File: src/rtl/ser_pkg.sv
// ----------------------------------------------------------------------------
// ser_pkg
// Shared types and constants for the parallel-in/serial-out serializer.
//   ser_state_t        : FSM encoding of the serializer.
//   SER_DEFAULT_WIDTH  : default word width of the serializer and its counter.
// ----------------------------------------------------------------------------
package ser_pkg;

    typedef enum logic [1:0] {
        S_IDLE   = 2'd0,
        S_SHIFT  = 2'd1,
        S_PARITY = 2'd2
    } ser_state_t;

    localparam int SER_DEFAULT_WIDTH = 8;

endpackage : ser_pkg

File: src/rtl/ser_bit_cnt.sv
// ----------------------------------------------------------------------------
// ser_bit_cnt
// Loadable down-counter with a zero flag. Counts the bits of a word still to
// be placed on the serial line after the one currently driven.
//
// Parameters:
//   WIDTH    : bits per word; counter is $clog2(WIDTH) bits wide.
// Ports:
//   clk      : system clock, rising edge.
//   rstn     : asynchronous active-low reset (count clears to 0).
//   load     : load load_val this cycle (has priority over dec).
//   load_val : value to load.
//   dec      : decrement by one; ignored when the count is already 0.
//   count    : current count.
//   zero     : count == 0.
// ----------------------------------------------------------------------------
module ser_bit_cnt
    import ser_pkg::*;
#(
    parameter  int WIDTH = SER_DEFAULT_WIDTH,
    localparam int CW    = (WIDTH > 1) ? $clog2(WIDTH) : 1
) (
    input  logic          clk,
    input  logic          rstn,
    input  logic          load,
    input  logic [CW-1:0] load_val,
    input  logic          dec,
    output logic [CW-1:0] count,
    output logic          zero
);

    logic [CW-1:0] count_reg;
    logic [CW-1:0] count_next;

    always_comb begin
        count_next = count_reg;
        if (load) begin
            count_next = load_val;
        end else if (dec && (count_reg != '0)) begin
            // Saturate at zero: the owning FSM leaves the shift state there.
            count_next = count_reg - 1'b1;
        end
    end

    always_ff @(posedge clk or negedge rstn) begin
        if (!rstn) begin
            count_reg <= '0;
        end else begin
            count_reg <= count_next;
        end
    end

    assign count = count_reg;
    assign zero  = (count_reg == '0);

endmodule : ser_bit_cnt

File: src/rtl/piso_serializer.sv
// ----------------------------------------------------------------------------
// piso_serializer
// Accepts parallel words over a valid/ready handshake and shifts them out
// MSB-first, one bit per clock. Consecutive words form a gap-free stream;
// between words ser_out sits at IDLE_BIT.
//
// Optional feature (macro SER_PARITY_EN): each word is followed by one
// even-parity bit (XOR of the word); word_done and the back-to-back accept
// window then fall on the parity cycle instead of the LSB cycle.
//
// Parameters:
//   WIDTH      : bits per word (>= 2).
//   IDLE_BIT   : level driven on ser_out while no word is being shifted.
// Ports:
//   clk        : system clock, rising edge.
//   rstn       : asynchronous active-low reset.
//   data_in    : parallel word, sampled only on a handshake.
//   data_valid : upstream offers data_in.
//   data_ready : stage accepts a word on this edge (combinational).
//   ser_out    : serial bit (registered).
//   ser_active : ser_out carries a data or parity bit (registered).
//   word_done  : final bit of a word is on ser_out (registered).
// ----------------------------------------------------------------------------
module piso_serializer
    import ser_pkg::*;
#(
    parameter  int   WIDTH    = SER_DEFAULT_WIDTH,
    parameter  logic IDLE_BIT = 1'b0,
    localparam int   CW       = (WIDTH > 1) ? $clog2(WIDTH) : 1
) (
    input  logic             clk,
    input  logic             rstn,
    input  logic [WIDTH-1:0] data_in,
    input  logic             data_valid,
    output logic             data_ready,
    output logic             ser_out,
    output logic             ser_active,
    output logic             word_done
);

    ser_state_t       state_reg;
    ser_state_t       state_next;
    logic [WIDTH-1:0] shift_reg;
    logic [WIDTH-1:0] shift_next;
    logic             ser_out_reg;
    logic             ser_out_next;
    logic             ser_active_reg;
    logic             ser_active_next;
    logic             word_done_reg;
    logic             word_done_next;

    logic             cnt_load;
    logic             cnt_dec;
    logic [CW-1:0]    cnt_val;
    logic             cnt_zero;

    logic             last_bit;
    logic             accept;

    // ------------------------------------------------------------------
    // Bit counter: holds the number of word bits still to follow the one
    // currently on ser_out (WIDTH-1 while the MSB is out, 0 at the LSB).
    // ------------------------------------------------------------------
    ser_bit_cnt #(
        .WIDTH (WIDTH)
    ) u_bit_cnt (
        .clk      (clk),
        .rstn     (rstn),
        .load     (cnt_load),
        .load_val (CW'(WIDTH - 1)),
        .dec      (cnt_dec),
        .count    (cnt_val),
        .zero     (cnt_zero)
    );

`ifdef SER_PARITY_EN
    // Parity of the incoming word, built as a prefix XOR chain; the last
    // element is the even-parity bit latched at accept time.
    logic [WIDTH-1:0] par_chain;
    logic             parity_reg;
    logic             parity_next;

    assign par_chain[0] = data_in[0];
    for (genvar gi = 1; gi < WIDTH; gi++) begin : g_par_chain
        assign par_chain[gi] = par_chain[gi-1] ^ data_in[gi];
    end

    assign last_bit = (state_reg == S_PARITY);
`else
    assign last_bit = (state_reg == S_SHIFT) && cnt_zero;
`endif

    // Ready in idle or on the final bit of a frame; held low in reset.
    assign data_ready = rstn && ((state_reg == S_IDLE) || last_bit);
    assign accept     = data_valid && data_ready;

    // ------------------------------------------------------------------
    // Next-state and next-output logic. The registered outputs describe
    // what ser_out carries in the cycle after the edge, so every branch
    // computes the values for the *next* bit.
    // ------------------------------------------------------------------
    always_comb begin
        state_next      = state_reg;
        shift_next      = shift_reg;
        ser_out_next    = IDLE_BIT;
        ser_active_next = 1'b0;
        word_done_next  = 1'b0;
        cnt_load        = 1'b0;
        cnt_dec         = 1'b0;
`ifdef SER_PARITY_EN
        parity_next     = parity_reg;
`endif

        case (state_reg)
            S_IDLE: begin
                state_next = S_IDLE;
            end

            S_SHIFT: begin
                if (!cnt_zero) begin
                    state_next      = S_SHIFT;
                    ser_out_next    = shift_reg[WIDTH-1];
                    ser_active_next = 1'b1;
                    shift_next      = {shift_reg[WIDTH-2:0], 1'b0};
                    cnt_dec         = 1'b1;
`ifndef SER_PARITY_EN
                    // Count of 1 now means the LSB goes out next.
                    word_done_next  = (cnt_val == CW'(1));
`endif
                end else begin
`ifdef SER_PARITY_EN
                    state_next      = S_PARITY;
                    ser_out_next    = parity_reg;
                    ser_active_next = 1'b1;
                    word_done_next  = 1'b1;
`else
                    state_next      = S_IDLE;
`endif
                end
            end

            S_PARITY: begin
                state_next = S_IDLE;
            end

            default: begin
                state_next = S_IDLE;
            end
        endcase

        // A handshake can only happen in idle or on the last bit, so it
        // overrides whatever the frame would otherwise have done next.
        if (accept) begin
            state_next      = S_SHIFT;
            ser_out_next    = data_in[WIDTH-1];
            ser_active_next = 1'b1;
            word_done_next  = 1'b0;
            shift_next      = {data_in[WIDTH-2:0], 1'b0};
            cnt_load        = 1'b1;
            cnt_dec         = 1'b0;
`ifdef SER_PARITY_EN
            parity_next     = par_chain[WIDTH-1];
`endif
        end
    end

    always_ff @(posedge clk or negedge rstn) begin
        if (!rstn) begin
            state_reg      <= S_IDLE;
            shift_reg      <= '0;
            ser_out_reg    <= IDLE_BIT;
            ser_active_reg <= 1'b0;
            word_done_reg  <= 1'b0;
`ifdef SER_PARITY_EN
            parity_reg     <= 1'b0;
`endif
        end else begin
            state_reg      <= state_next;
            shift_reg      <= shift_next;
            ser_out_reg    <= ser_out_next;
            ser_active_reg <= ser_active_next;
            word_done_reg  <= word_done_next;
`ifdef SER_PARITY_EN
            parity_reg     <= parity_next;
`endif
        end
    end

    assign ser_out    = ser_out_reg;
    assign ser_active = ser_active_reg;
    assign word_done  = word_done_reg;

endmodule : piso_serializer

File: config.mk
export PLATFORM = sky130hd
export DESIGN_NAME = piso_serializer
export DESIGN_NICKNAME = d
export VERILOG_FILES = /design/src/rtl/ser_pkg.sv /design/src/rtl/ser_bit_cnt.sv /design/src/rtl/piso_serializer.sv
export SDC_FILE = /design/constraint.sdc
export NUM_CORES = 1
export LEC_CHECK = 0
export CORE_MARGIN = 1
export CORE_UTILIZATION = 47
export CTS_CLUSTER_SIZE = 40
export DETAILED_ROUTE_END_ITERATION = 10
export GPL_ROUTABILITY_DRIVEN = 1
export PLACE_DENSITY = 0.78
export SYNTH_ARGS = -nofsm -noshare
export SYNTH_HDL_FRONTEND = slang
export SYNTH_HIERARCHICAL = 1
export SYNTH_SLANG_ARGS = --single-unit
File: constraint.sdc
create_clock -name clk -period 2.64 [get_ports clk]
set_input_delay 0.264 -clock clk [delete_from_list [all_inputs] [get_ports clk]]
set_output_delay 0.264 -clock clk [all_outputs]
set_load 0.05 [all_outputs]
# Yosys cells after proc, flatten, opt, wreduce, memory -nomap -nowiden
# Index checks and enable logic that the tools add are counted.
# totals
ff_bits,16
out_inout_bits,4
elab_cells,40
# op_classes
muxes,19
n_eq_ne,3
reduce_logical,11
addsub,1
# ops
cell,n
$mux W8,3
$mux W1,13
$mux W3,2
$logic_and A1 B1 Y1,4
$reduce_bool A2 Y1,2
$eq A3 B1 Y1 const B,1
$logic_not A3 Y1,1
$reduce_bool A3 Y1,1
$sub A3 B1 Y3 const B,1
$eq A2 B1 Y1 const B,1
$logic_not A2 Y1,1
$mux W2,1
$ne A2 B1 Y1 const B,1
$reduce_and A2 Y1,1
$logic_or A1 B1 Y1,1

# Depth between registers and ports, before layout
# Gate-level depths: netlist (run 1).
# depth
word_depth,9
mapped_depth,8
mapped_depth_nobuf,7

# Cells and area by module
# Netlist (run 1), hierarchy kept.
# modules_own_cells
module,area_per_inst_um2,cells_each,n_inst
piso_serializer,449.2,36,1
ser_bit_cnt,207.7,19,1

# Worst setup path before layout (run 1)
# OpenSTA, ideal clock, no wires.
# synth_path
kind,flip-flop to flip-flop
from,"register u_bit_cnt.count_reg[0], in the netlist u_bit_cnt/count[0]"
to,"register u_bit_cnt.count_reg[0], in the netlist u_bit_cnt/count[0]"
stages_incl_launch_ff,9
setup_slack_ps,743
required_time_ps,2514
arrival_ps,1771
setup_time_ps,126
synth_period_minus_slack_ps,1897
cell_sequence,dfrtp_1 > inv_1 > ha_1 > ha_1 > nor2b_4 > nor2_2 > buf_6 > and2b_4 > a221o_1
# synth_between
elab_chain_cells,8
# synth_rtl
item,line_no,rtl
start: declaration,ser_bit_cnt.sv:32,logic [CW-1:0] count_reg;
start signal: assignment,ser_bit_cnt.sv:49,count_reg <= count_next;
$logic_not A3 Y1 *,ser_bit_cnt.sv:54,assign zero = (count_reg == '0);
named net cnt_zero,piso_serializer.sv:55,logic cnt_zero;
$logic_and A1 B1 Y1 *,piso_serializer.sv:90,assign last_bit = (state_reg == S_SHIFT) && cnt_zero;
$logic_or A1 B1 Y1 *,piso_serializer.sv:94,assign data_ready = rstn && ((state_reg == S_IDLE) || last_bit);
$logic_and A1 B1 Y1 *,piso_serializer.sv:94,
$logic_and A1 B1 Y1 *,piso_serializer.sv:95,assign accept = data_valid && data_ready;
named net accept,piso_serializer.sv:58,logic accept;
$mux W1,piso_serializer.sv:153,if (accept) begin
$logic_and A1 B1 Y1,ser_bit_cnt.sv:39,end else if (dec && (count_reg != '0)) begin
$reduce_bool A2 Y1 (no line),-,
# The timed path passes the listed nets; every way through them passes the cells marked *. The select of a mux whose other input is x is not followed.
# A chain may end at the register's enable or synchronous reset.

# Worst setup path after layout (run 1)
# layout_path
from,"register u_bit_cnt.count_reg[0], in the netlist u_bit_cnt/count[0]"
to,output data_ready
# layout_between
elab_chain_cells,4
# layout_rtl
item,line_no,rtl
$logic_not A3 Y1,ser_bit_cnt.sv:54,
named net cnt_zero,piso_serializer.sv:55,
$logic_and A1 B1 Y1,piso_serializer.sv:90,
$logic_or A1 B1 Y1,piso_serializer.sv:94,
$logic_and A1 B1 Y1,piso_serializer.sv:94,
end: declaration,piso_serializer.sv:35,"output logic data_ready,"
# The timed path passes the listed nets, and every way through them passes these cells.

==> results of run 1 <==
report_power, final:
part	internal, mW	total [mW]	leakage [nW]	switching, mW
registers	0.285	0.332	0.165	0.0463
clock network	0.0586	0.119	0.0150	0.0607
logic	0.250	0.534	0.212	0.284
total	0.594	0.985	0.392	0.391
cell families after synthesis:
group / Yosys count / share of synthesized area (%)
buffers and inverters: 6 / 5.713
adder cells (fa/ha/maj): 2 / 3.809
AO/OA/AOI/OAI: 11 / 16.38
flip-flops: 13 / 49.52
other: 1 / 0.5709
AND/OR/NAND/NOR: 22 / 24.00
metrics by stage:
| step | hold slack [ns] | area, um2 |
|---|---|---|
| 3_3_place_gp | 0.4942 | 813.3 |
| 3_5_place_dp | 0.4925 | 813.3 |
| 6_report | 0.3546 | 839.6 |
| 4_1_cts | 0.3593 | 839.6 |
| 5_1_grt | 0.3764 | 839.6 |
| 2_1_floorplan | -0.03159 | 664.4 |
synth_stat cells:
master,count
nand2b_1,1
nor2_2,2
buf_6,2
conb_1,1
inv_1,4
and2b_2,1
nor2b_4,1
and2_0,5
nor2b_1,2
nor3b_1,1
nand2_1,1
and2_2,1
nor2_1,1
a221o_1,9
dfrtp_1,13
a22o_2,1
nor4b_1,3
and2_1,1
a21o_1,1
and3_2,1
and2b_4,1
ha_1,2
metal layers:
layer / vias to the layer above / global-route usage [%] / part of all wire, %
met1: 238 / 24.56 / 44
met4: 0 / 5.172 / 0.48
li1: 237 / - / -
met5: - / 0 / 0
met2: 14 / 32.50 / 50
met3: 2 / 10.23 / 5.9
worst max path at each step:
stage	startpoint	slack [ns]	endpoint
after global routing	u_bit_cnt/count[0]$_DFFE_PN0P_	0.33	data_ready
after floorplan	u_bit_cnt/count[0]$_DFFE_PN0P_	0.74	u_bit_cnt/count[0]$_DFFE_PN0P_
after global placement	u_bit_cnt/count[0]$_DFFE_PN0P_	0.56	u_bit_cnt/count[1]$_DFFE_PN0P_
after CTS	u_bit_cnt/count[0]$_DFFE_PN0P_	0.42	data_ready
after detailed placement	u_bit_cnt/count[0]$_DFFE_PN0P_	0.50	u_bit_cnt/count[1]$_DFFE_PN0P_
final	u_bit_cnt/count[0]$_DFFE_PN0P_	0.44	data_ready
final cells by class:
cell class	instances	share of cell area [%]
sequential	13	38.75
multi-input combinational	38	35.92
timing repair buffer	16	18.18
clock buffer	4	3.130
tap	15	2.235
inverter	4	1.788
critical path: stages, from the launching register on:
cell and delay [ns]:
dfrtp_1 0.40, inv_1 0.06, ha_1 0.20, ha_1 0.25, nor2b_4 0.31, and2b_2 0.26
buf_4 0.18
==> impl_metrics.ini, run 1 <==
[floorplan]
core_mm2 = 0.001301
io_pins = 15
std_cell_rows = 13
start_util_pct = 50.48
chipHeight_um = 39.39
fp.dieW_um = 39.39
dieArea_mm2 = 0.001551

[synthesis]
synth_cells = 55
synth_top_area_share_pct = 49.52
ys_types = 22
yosysTopAreaCell = dfrtp_1
syn_avg_cell_area_um2 = 11.94
ys_seq_area_share_pct = 49.52
yosysWarnings = 6
synth_area_leaders = dfrtp_1, a221o_1, and2_0
ys_ff_latch = 13
syn_area_um2 = 656.9

[drt]
drt_pre_antenna_iters = 4
routed-via-count = 491
routedWlPerCell_um = 13.76
avgViaCountPerCell = 5.456
drc = 0
totalWireLength_um = 1238
ant_nets = 0
drtIter0Drc = 16

[layout]
nNetsFinal = 89
final_cell_mix = clkdlybuf4s50_1, dfrtp_1, a221o_1
drive_above_1_share_pct = 18.67
fill_cells = 116
n_antenna_cell = 0
final-seq-area_um2 = 325.3
utilization_pct = 64.52
largest_reg_flops = 7
multiInputGateArea_um2 = 301.5
fin_cells = 90
areaGrowthSynthToFinish_pct = 27.81

[place]
dp.cells = 86
gp_congestion = 0.6678
dp_hpwl_um = 922.7
dp_slack_ns = 0.5033
io_buffers = 14

[global_routing]
grt_pass1_wl_um = 1994
grt_pass1_vias = 447
antenna_found_initial = 0
grt_max_degree = 17
grt_use_total_pct = 20.53
gr-total-overflow = 0

[critical_path]
crit_path_end_kind = output pin
reg2reg_setup_slack_ns = 0.50
cp.required_ns = 2.38
arrival_ns = 1.94
critPathMaxFanout = 16
reg2reg_depth = 8
r2r-start = u_bit_cnt/count[0]$_DFFE_PN0P_
timing.rr.end = u_bit_cnt/count[1]$_DFFE_PN0P_
crit_type = reg2out
startpoint_type = flop

[clocking]
htreeDepth = 1
clk_pin_slew_ns = 0.08
cts_root_buf = clkbuf_4
cts_buffers = 3
ctsHoldBuffers = 0
clk_latency_ns = 0.27
tritoncts = built
clockBufferDepth = 2
postCtsSetupBuffers = 0
clock_sinks = 13
cts_resized = 0

[sta]
min_period_ns = 2.204
rsz0062_at_grt = no
finalHoldViolCount = 0
worst_slack_ns = 0.4360
finalSetupViolCount = 0
slew_violations = 0
timing.final.crit_share_pct = 83.48
tns_ns = 0
finClkSkew_ns = 0.005491
fmax_mhz = 453.7

[job]
drv_cap = 0

[power]
ir_drop_v = 0.0005799
p_leak_nw = 0.3920
p_total_uw = 984.5
p_per_area_mw_per_mm2 = 1173

[min_path]
hold_path_class = in2async

[run_status]
status = completed
Note: power is estimated with default switching activity, not from simulation.
==> inputs of run 2 (changes only) <==
==> constraint.sdc (replaced) <==
create_clock -name clk -period 2.1 [get_ports clk]
set_input_delay 0.21 -clock clk [delete_from_list [all_inputs] [get_ports clk]]
set_output_delay 0.21 -clock clk [all_outputs]
set_load 0.05 [all_outputs]
==> impl_metrics.ini, run 2 (same netlist as run 1, synthesis figures left out) <==
[run_status]
status = completed

[layout]
nNetsFinal = 93
largest_reg_flops = 7
n_antenna_cell = 0
final-seq-area_um2 = 325.3
utilization_pct = 68.27
final_cell_mix = clkdlybuf4s50_1, dfrtp_1, a221o_1
areaGrowthSynthToFinish_pct = 35.24
drive_above_1_share_pct = 24.05
multiInputGateArea_um2 = 304.0
fill_cells = 111

[floorplan]
io_pins = 15
std_cell_rows = 13
fp.dieW_um = 39.39
core_mm2 = 0.001301
start_util_pct = 50.48
dieArea_mm2 = 0.001551
chipHeight_um = 39.39

[power]
p_per_area_mw_per_mm2 = 1566
p_switching_uw = 545.4
p_total_mw = 1.391
switching_share_pct = 39.22
share_comb_of_total_power_pct = 58.4
clockPowerShare_pct = 11.5
pwr-share-seq_pct = 30.1
p_leak_nw = 0.4150
p_int_uw = 845.4
ir_drop_v = 0.0007430

[clocking]
cts_root_buf = clkbuf_4
htreeDepth = 1
clk_pin_slew_ns = 0.09
cts_buffers = 3
clockBufferDepth = 2
tritoncts = built
clock_sinks = 13
clk_latency_ns = 0.28

[sta]
finalHoldViolCount = 0
min_period_ns = 2.017
fmax_mhz = 495.7
tightest_slew_ns = 0.4954
finClkSkew_ns = 0.006327
finalSetupViolCount = 0
tns_ns = 0
relSlewSlack_pct = 66.87
slew_violations = 0
timing.final.crit_share_pct = 96.06

[global_routing]
gr-total-overflow = 0
grt_max_degree = 16
antenna_found_initial = 0
grt_pass1_wl_um = 2076
grt_use_total_pct = 20.74
grt_pass1_vias = 466

[critical_path]
critPathMaxFanout = 7
slowest_delay_ns = 0.39
cp.required_ns = 1.89
crit_type = reg2out
critPathSlowestCell = dfrtp_1
crit_chain = inv_1, ha_1, ha_2, nor2b_4, buf_6, and2b_2, buf_12
startpoint_type = flop
crit_path_end_kind = output pin
arrival_ns = 1.81

[drt]
drtIter0Drc = 8
totalWireLength_um = 1411
routed-via-count = 521
drc = 0
routedWlPerCell_um = 15.01
drt_pre_antenna_iters = 4
ant_nets = 0
avgViaCountPerCell = 5.543

[place]
gp_congestion = 0.8131
io_buffers = 14
dp_hpwl_um = 849.5

[job]
drv_cap = 0

[min_path]
hold_path_class = in2async
-- run 2: cell types whose count changed in the layout (fill, tap and decap cells not counted) --
cell    change
ha_2        +1
buf_6       +1
buf_12      +1
buf_4       +2
ha_1        -1
-- run 2: cell type report --
| class | count | area share, % |
|---|---|---|
| flip-flops and latches | 13 | 36.62 |
| repair buffers | 20 | 22.39 |
| inverters | 4 | 1.690 |
| multi-input cells | 38 | 34.23 |
| clock buffers | 4 | 2.958 |
| well taps | 15 | 2.113 |
-- run 2: final timing paths --
check | slack, ns | end | cells past startpoint | startpoint
max | 0.08 | data_ready | 7 | u_bit_cnt/count[0]$_DFFE_PN0P_
min | 0.32 | word_done$_DFF_PN0_ | 2 | rstn
max reg2reg | 0.15 | u_bit_cnt/count[0]$_DFFE_PN0P_ | 7 | u_bit_cnt/count[1]$_DFFE_PN0P_
min reg2reg | 0.51 | shift_reg[2]$_DFFE_PN0P_ | 1 | shift_reg[2]$_DFFE_PN0P_
max in group asynchronous | 1.61 | shift_reg[2]$_DFFE_PN0P_ | 2 | rstn
min in group clk | 0.51 | shift_reg[2]$_DFFE_PN0P_ | 1 | shift_reg[2]$_DFFE_PN0P_
-- run 2: power groups by stage --
stage | clock, mW | combinational, mW | sequential, mW
after CTS | 0.154 | 0.727 | 0.419
after global routing | 0.178 | 0.870 | 0.431
after global placement | 0 | 0.690 | 0.418
after floorplan | 0 | 0.456 | 0.491
after detailed placement | 0 | 0.708 | 0.423
final | 0.160 | 0.812 | 0.419
-- run 2: critical path: cells and delay by family (launching register included) --
family / cells / cell delay (ns)
adders and majority gates: 2 / 0.45
buffers and inverters: 3 / 0.32
DFF: 1 / 0.39
and+or+nand+nor: 2 / 0.37
-- run 2: per-stage QoR --
step / instances / area [um2] / setup WS, ns / hold slack [ns]
2_1_floorplan: 57 / 664.4 / 0.2031 / -0.08559
3_3_place_gp: 87 / 833.3 / 0.2634 / 0.4836
3_5_place_dp: 87 / 833.3 / 0.2019 / 0.4885
4_1_cts: 91 / 862.1 / 0.02692 / 0.3363
5_1_grt: 94 / 888.4 / -0.007546 / 0.3241
6_report: 94 / 888.4 / 0.08284 / 0.3203
-- run 2: layer usage --
layer / track usage [%] / vias to the layer above / part of all wire, %
met3: 5.114 / 4 / 6.5
met4: 12.07 / 0 / 2.1
met2: 30.00 / 28 / 48
li1: - / 243 / -
met5: 0 / - / 0
met1: 27.66 / 246 / 43
-- run 2: timing repair --
item                       4_1_cts  5_1_grt
buffers inserted                 0        3
setup endpoints to repair        1        1
resized for setup                1        1
hold buffers                     0        0
==> inputs of run 3 (changes only) <==
--- a/config.mk
+++ b/config.mk
@@ -7,7 +7,6 @@
 export LEC_CHECK = 0
 export CORE_MARGIN = 1
 export CORE_UTILIZATION = 47
-export CTS_CLUSTER_SIZE = 40
 export DETAILED_ROUTE_END_ITERATION = 10
 export GPL_ROUTABILITY_DRIVEN = 1
 export PLACE_DENSITY = 0.78
==> results of run 3 <==
Same layout as run 2: the final DEF is identical, and so are final timing and power.
